**src/rtl/lightgun_arb.sv**
```systemverilog
// Two-port light-gun hit arbiter: beam position counters, per-port first-edge
// hit capture, a presentation register with one pending slot, and crosshair overlay.
module lightgun_arb (
  input  logic       CLK,
  input  logic       RESET_N,
  input  logic       CE_PIX,
  input  logic       HDE,
  input  logic       VDE,
  input  logic [1:0] EN,
  input  logic [1:0] SENSOR,
  input  logic [1:0] CROSS,
  input  logic       LATCH_ACK,
  output logic       LATCH_REQ,
  output logic       LATCH_PORT,
  output logic [9:0] HIT_H,
  output logic [8:0] HIT_V,
  output logic [1:0] MISS,
  output logic       OVF,
  output logic       CROSS_DRAW,
  output logic       CROSS_SEL
);

  typedef enum logic [1:0] {IDLE, PRESENT, REFILL} state_t;

  state_t     state_q, state_d;
  logic [9:0] hcnt_q, hcnt_d;
  logic [8:0] vcnt_q, vcnt_d;
  logic       hde_q, hde_d, vde_q, vde_d;
  logic [1:0] sensor_prev_q, sensor_prev_d;
  logic [1:0] hit_seen_q, hit_seen_d;
  logic [1:0] miss_q, miss_d;
  logic       ovf_q, ovf_d;
  logic       pres_port_q, pres_port_d;
  logic [9:0] pres_h_q, pres_h_d;
  logic [8:0] pres_line_q, pres_line_d;
  logic       pend_valid_q, pend_valid_d;
  logic       pend_port_q, pend_port_d;
  logic [9:0] pend_h_q, pend_h_d;
  logic [8:0] pend_line_q, pend_line_d;
  logic       cross_draw_q, cross_draw_d;
  logic       cross_sel_q, cross_sel_d;

  logic       frame_start, frame_end;
  logic [1:0] seen_base, hit;
  logic       pres_occ, refill;

  assign frame_start = CE_PIX & VDE & ~vde_q;
  assign frame_end   = CE_PIX & ~VDE & vde_q;

  always_comb begin
    hcnt_d = hcnt_q;
    vcnt_d = vcnt_q;
    hde_d  = hde_q;
    vde_d  = vde_q;
    if (CE_PIX) begin
      hde_d = HDE;
      vde_d = VDE;
      if (!HDE)         hcnt_d = '0;
      else if (~&hcnt_q) hcnt_d = hcnt_q + 10'd1;
      if (!VDE)                              vcnt_d = '0;
      else if (hde_q && !HDE && ~&vcnt_q)    vcnt_d = vcnt_q + 9'd1;
    end
  end

  // Dropping EN re-arms the port, so a re-enabled gun may capture again this frame.
  always_comb begin
    sensor_prev_d = SENSOR;
    seen_base     = frame_start ? '0 : hit_seen_q;
    hit           = SENSOR & ~sensor_prev_q & EN & ~seen_base;
    hit_seen_d    = (seen_base | hit) & EN;
    miss_d        = frame_end ? (EN & ~(hit_seen_q | hit)) : miss_q;
    cross_draw_d  = |(CROSS & EN);
    cross_sel_d   = ~(CROSS[0] & EN[0]);
  end

  // Queue update in order: dequeue on ack, frame-start flush, then enqueue port 0 before port 1.
  always_comb begin
    pres_port_d  = pres_port_q;
    pres_h_d     = pres_h_q;
    pres_line_d  = pres_line_q;
    pend_valid_d = pend_valid_q;
    pend_port_d  = pend_port_q;
    pend_h_d     = pend_h_q;
    pend_line_d  = pend_line_q;
    ovf_d        = ovf_q;
    pres_occ     = (state_q != IDLE);
    refill       = 1'b0;

    if (state_q == PRESENT && LATCH_ACK) begin
      if (pend_valid_q) begin
        pres_port_d  = pend_port_q;
        pres_h_d     = pend_h_q;
        pres_line_d  = pend_line_q;
        pend_valid_d = 1'b0;
        refill       = 1'b1;
      end else begin
        pres_occ = 1'b0;
      end
    end

    if (frame_start) begin
      if (pres_occ || pend_valid_d) ovf_d = 1'b1;
      pres_occ     = 1'b0;
      pend_valid_d = 1'b0;
      refill       = 1'b0;
    end

    for (int unsigned i = 0; i < 2; i++) begin
      if (hit[i]) begin
        if (!pres_occ) begin
          pres_occ    = 1'b1;
          pres_port_d = i[0];
          pres_h_d    = hcnt_q;
          pres_line_d = vcnt_q;
        end else if (!pend_valid_d) begin
          pend_valid_d = 1'b1;
          pend_port_d  = i[0];
          pend_h_d     = hcnt_q;
          pend_line_d  = vcnt_q;
        end else begin
          ovf_d = 1'b1;
        end
      end
    end

    if (!pres_occ)   state_d = IDLE;
    else if (refill) state_d = REFILL;
    else             state_d = PRESENT;
  end

  always_ff @(posedge CLK or negedge RESET_N) begin
    if (!RESET_N) begin
      state_q       <= IDLE;
      hcnt_q        <= '0;
      vcnt_q        <= '0;
      hde_q         <= 1'b0;
      vde_q         <= 1'b0;
      sensor_prev_q <= '1;
      hit_seen_q    <= '0;
      miss_q        <= '0;
      ovf_q         <= 1'b0;
      pres_port_q   <= 1'b0;
      pres_h_q      <= '0;
      pres_line_q   <= '0;
      pend_valid_q  <= 1'b0;
      pend_port_q   <= 1'b0;
      pend_h_q      <= '0;
      pend_line_q   <= '0;
      cross_draw_q  <= 1'b0;
      cross_sel_q   <= 1'b0;
    end else begin
      state_q       <= state_d;
      hcnt_q        <= hcnt_d;
      vcnt_q        <= vcnt_d;
      hde_q         <= hde_d;
      vde_q         <= vde_d;
      sensor_prev_q <= sensor_prev_d;
      hit_seen_q    <= hit_seen_d;
      miss_q        <= miss_d;
      ovf_q         <= ovf_d;
      pres_port_q   <= pres_port_d;
      pres_h_q      <= pres_h_d;
      pres_line_q   <= pres_line_d;
      pend_valid_q  <= pend_valid_d;
      pend_port_q   <= pend_port_d;
      pend_h_q      <= pend_h_d;
      pend_line_q   <= pend_line_d;
      cross_draw_q  <= cross_draw_d;
      cross_sel_q   <= cross_sel_d;
    end
  end

  assign LATCH_REQ  = (state_q == PRESENT);
  assign LATCH_PORT = pres_port_q;
  assign HIT_H      = pres_h_q;
  assign HIT_V      = pres_line_q;
  assign MISS       = miss_q;
  assign OVF        = ovf_q;
  assign CROSS_DRAW = cross_draw_q;
  assign CROSS_SEL  = cross_sel_q;

endmodule

```
**config.mk**
```make
export PLATFORM = sky130hd
export DESIGN_NAME = lightgun_arb
export DESIGN_NICKNAME = d
export VERILOG_FILES = /design/src/rtl/lightgun_arb.sv
export SDC_FILE = /design/constraint.sdc
export NUM_CORES = 1
export LEC_CHECK = 0
export ABC_AREA = 0
export BUFFER_PORTS_ARGS = -buffer_cell sky130_fd_sc_hd__buf_2
export CAP_MARGIN = 20
export CORE_MARGIN = 3
export CORE_UTILIZATION = 50
export DETAILED_ROUTE_END_ITERATION = 6
export PLACE_DENSITY = 0.7
export SLEW_MARGIN = 40
export SYNTH_ARGS = -nofsm -noshare
export SYNTH_HDL_FRONTEND = slang
export SYNTH_SLANG_ARGS = --single-unit
```
**constraint.sdc**
```tcl
create_clock -name CLK -period 2.44 [get_ports CLK]
set_input_delay 0.122 -clock CLK [delete_from_list [all_inputs] [get_ports CLK]]
set_output_delay 0.122 -clock CLK [all_outputs]
set_load 0.02 [all_outputs]
```
==> results.md <==
* Fraction of power consumed by sequential logic at 0.487
* IO Pins at 38
* H-tree depth at 3
* Synth Flop Type: dfrtp_1
* R2R Path End: vcnt_q[3]$_DFFE_PN0P_
* Sequential cell area at 0.00183 sq mm
* Slew of the pin with the lowest slew margin at 0.602 ns
* Reg-to-reg startpoint: vcnt_q[0]$_DFFE_PN0P_
* Final setup skew at 0.0127 ns
* Die Ht at 89.7 microns
* GPL Wtd Cong at 0.834
* Clock sink count at 73
* Synthesis-stage register bit count at 73
* Startpoint types: flip-flop
* Post-synth EDFFs at 0
* Leak pwr at 2.05 nW
* Vias in the first global route at 2336
* Routed len/inst at 14.9 microns
* Post-route DRC at 0
* Die width at 89.7 microns
* CP endpoint: vcnt_q[3]$_DFFE_PN0P_
* Reg2Reg Setup Slack at 0.15 ns
* CP peak stage delay at 0.45 ns
* Hpwl dp at 4480 microns
* Power per cell area at 678 mW/mm^2
* Crit. path cell count at 11
* Top area cells in the synthesized netlist: dfrtp_1, mux2_2, mux2_4
* Synth top area share at 0.508
* Fillers at 529
* CTS tree: built
* Slew Viols, Final at 0
* Crit path launch: vcnt_q[0]$_DFFE_PN0P_
* Initial antenna violation count at 0
* Status: complete, no violations
* Cell taking the most area after synthesis: dfrtp_1
* Setup crit end kind: flip-flop
* Avg Synthesized Cell Area at 12.2 sq um
* DR vias at 2333
* Initial DRC Count at 89
* Max cap viols at 0
* Hold Vio Cnt, Final at 0
* Die area at 0.00804 sq mm
* Remaining antenna violation count at 0
* Total power at 2.79 mW
* Net load switching power at 710 uW
* DR pass1 iterations at 4
* Drt via density at 5.33
* Final setup vio count at 0
* Combinational power share at 0.139
* Core footprint at 0.00657 sq mm
* Rel. slew slack at 0.599
* Maximum vdd drop at 0.551 mV
* Setup TNS at 0 ns
* CP Cell Sequence: ha_1 > and3_1 > nand3_1 > nor2_1 > ha_1 > nand4bb_1 > buf_4 > nand2_1 > nand4_1 > xor2_1 > nor2_1
* Worst-Skew Late Latency at 0.35 ns
* Post-layout minimum cycle time at 2.29 ns
* Switch share at 0.255
* Starting Density at 0.533
* Crit path buf inv count at 1
* Clock power frac at 0.374
* Ys Warns at 0
* Layout cell share with drive strength beyond 1 at 0.377
* Crit path max fanout at 9
* Synth async-reset ratio at 1.00
* Mapped Nets at 303
* Crit-path slowest cell: dfrtp_2
* Cell Area, Synth at 0.00350 sq mm
* Hold Path Origin: EN[0]
* Row cnt at 29
* Num CTS Buffers at 9
* Critical path class: reg -> reg
* First-pass GRT wire length at 11200 microns
* I/O Buffers at 37
* Hold/Removal Path Class: in -> reg
* CTS Buffer Depth at 2
* Diodes inserted at 0
* Clock transition at path regs at 0.08 ns
* Max Clock Freq at 437 MHz
* Final layout net count at 355
* Largest net degree at the start of global routing at 49
* Multi-input combinational cell area at 0.00160 sq mm
* Crit path arrival time at 2.51 ns
* Cell Int Power at 2.08 mW
* Sequential share of the synthesized area at 0.523
* Routed WL at 6550 microns
* Gr usage total at 0.184
* CP Data Required Time at 2.66 ns
* R2R depth at 11
* RSZ-0062 raised after global routing: no
* Crit-path leading delay family: simple AND/OR/NAND/NOR gates
* Cells on Worst Hold Path at 3
* Root buffer cell: clkbuf_8
* Synth unique cells at 53
* Grt total ovfl at 0
* Cell count after synthesis at 288
* Final Cycle Share at 0.937
* Area growth, synth to finish at 17.5%
## stage by stage
stage / util / hold WS [ns] / instances / setup slack [ns] / instance area (sq um)
final: 0.626 / 0.0266 / 438 / 0.153 / 4110
after global routing: 0.626 / 0.0212 / 438 / 0.00590 / 4110
after CTS: 0.625 / 0.0166 / 438 / 0.149 / 4110
after detailed placement: 0.583 / 0.157 / 416 / 0.161 / 3830
after global placement: 0.583 / 0.160 / 416 / 0.261 / 3830
after floorplan: - / -0.174 / 288 / 0.211 / 3500
## sequential cells by signal (all words and copies together), names as in the netlist
| register | flops |
|---|---|
| OVF | 1 |
| LATCH_PORT | 1 |
| hit_seen_q | 2 |
| MISS | 2 |
| hcnt_q | 10 |
| vcnt_q | 9 |
| pend_h_q | 10 |
| CROSS_DRAW | 1 |
| pend_valid_q | 1 |
| pend_line_q | 9 |
| state_q | 2 |
| sensor_prev_q | 2 |
| hde_q | 1 |
| pend_port_q | 1 |
| vde_q | 1 |
| CROSS_SEL | 1 |
| HIT_H | 10 |
| HIT_V | 9 |
## cell usage in the layout, fill, tap and decap left out, types with 5 or more instances in the layout
cell,n
a21oi_1,8
buf_2,37
buf_4,6
clkbuf_8,10
dfrtp_1,70
dlygate4sd3_1,6
mux2_2,46
mux2_4,10
nand2_1,23
nand2b_1,6
nand3_1,12
nor2_1,21
nor2b_1,5
o21ai_0,15
xor2_1,6
## synthesized netlist by cell type, types with 3 or more instances
| library cell | instances |
|---|---|
| dfrtp_1 | 71 |
| mux2_2 | 46 |
| nand2_1 | 23 |
| nor2_1 | 21 |
| o21ai_0 | 15 |
| nand3_1 | 12 |
| mux2_4 | 10 |
| a21oi_1 | 8 |
| clkbuf_1 | 6 |
| nand2b_1 | 6 |
| xor2_1 | 6 |
| nor2b_1 | 5 |
| inv_1 | 4 |
| nand4_1 | 4 |
| ha_1 | 3 |
| or3_1 | 3 |
| xnor2_1 | 3 |
## power by group through the flow
| stage | Sequential, mW | Clock (mW) | Combinational, mW |
|---|---|---|---|
| floorplan | 1.42 | 0 | 0.213 |
| global placement | 1.38 | 0 | 0.376 |
| detailed placement | 1.38 | 0 | 0.383 |
| CTS | 1.36 | 1.06 | 0.391 |
| global route | 1.37 | 1.12 | 0.431 |
| finish | 1.36 | 1.04 | 0.387 |
## worst reg2reg max path: cells and delay by family (launching register included)
family	cells	cell delay [ns]
and+or+nand+nor	7	0.95
xor gates and xnor gates	1	0.17
DFF	1	0.45
adders and majority gates	2	0.39
buffers and inverters	1	0.21
## kinds of logic (layout without fill, tap and decap cells)
kind of cell,Yosys count,in the layout,synth area share
AND/OR/NAND/NOR,87,87,0.130
buffers and inverters,14,71,0.0218
XOR/XNOR,9,9,0.0225
AO/OA/AOI/OAI,43,43,0.0926
multiplexers,59,59,0.200
flip-flops,73,73,0.523
adder cells (fa/ha/maj),3,3,0.0107
## layer usage
| metal | track usage | routed length, microns | share of wire |
|---|---|---|---|
| met5 | 0 | 0 | 0 |
| met4 | 0.0677 | 114 | 0.017 |
| met3 | 0.0502 | 227 | 0.035 |
| met2 | 0.299 | 3070 | 0.47 |
| met1 | 0.235 | 3140 | 0.48 |
## area by class of cell
type	instances	area share
clock buffers	11	0.0344
clock inverters	5	0.0192
inverters	4	0.00365
multi-input cells	201	0.389
flip-flops and latches	73	0.445
well taps	93	0.0283
repair buffers	51	0.0803
## what timing repair did
item | 4_1_cts | 5_1_grt
gates resized for setup | 0 | 2
buffers inserted | 0 | 0
hold endpoints to repair | 29 | 0
hold buffers | 6 | 0
endpoints found under the setup margin | 0 | 1
## how the worst min path moves through the flow
stage                              endpoint  slack, ns
finish              hit_seen_q[0]$_DFF_PN0_       0.03
global route        hit_seen_q[1]$_DFF_PN0_       0.02
CTS                 hit_seen_q[0]$_DFF_PN0_       0.02
detailed placement       HIT_V[3]$_DFF_PN0_       0.16
global placement         HIT_V[3]$_DFF_PN0_       0.16
floorplan              CROSS_DRAW$_DFF_PN0_      -0.17
(Power assumes the default switching activity.)
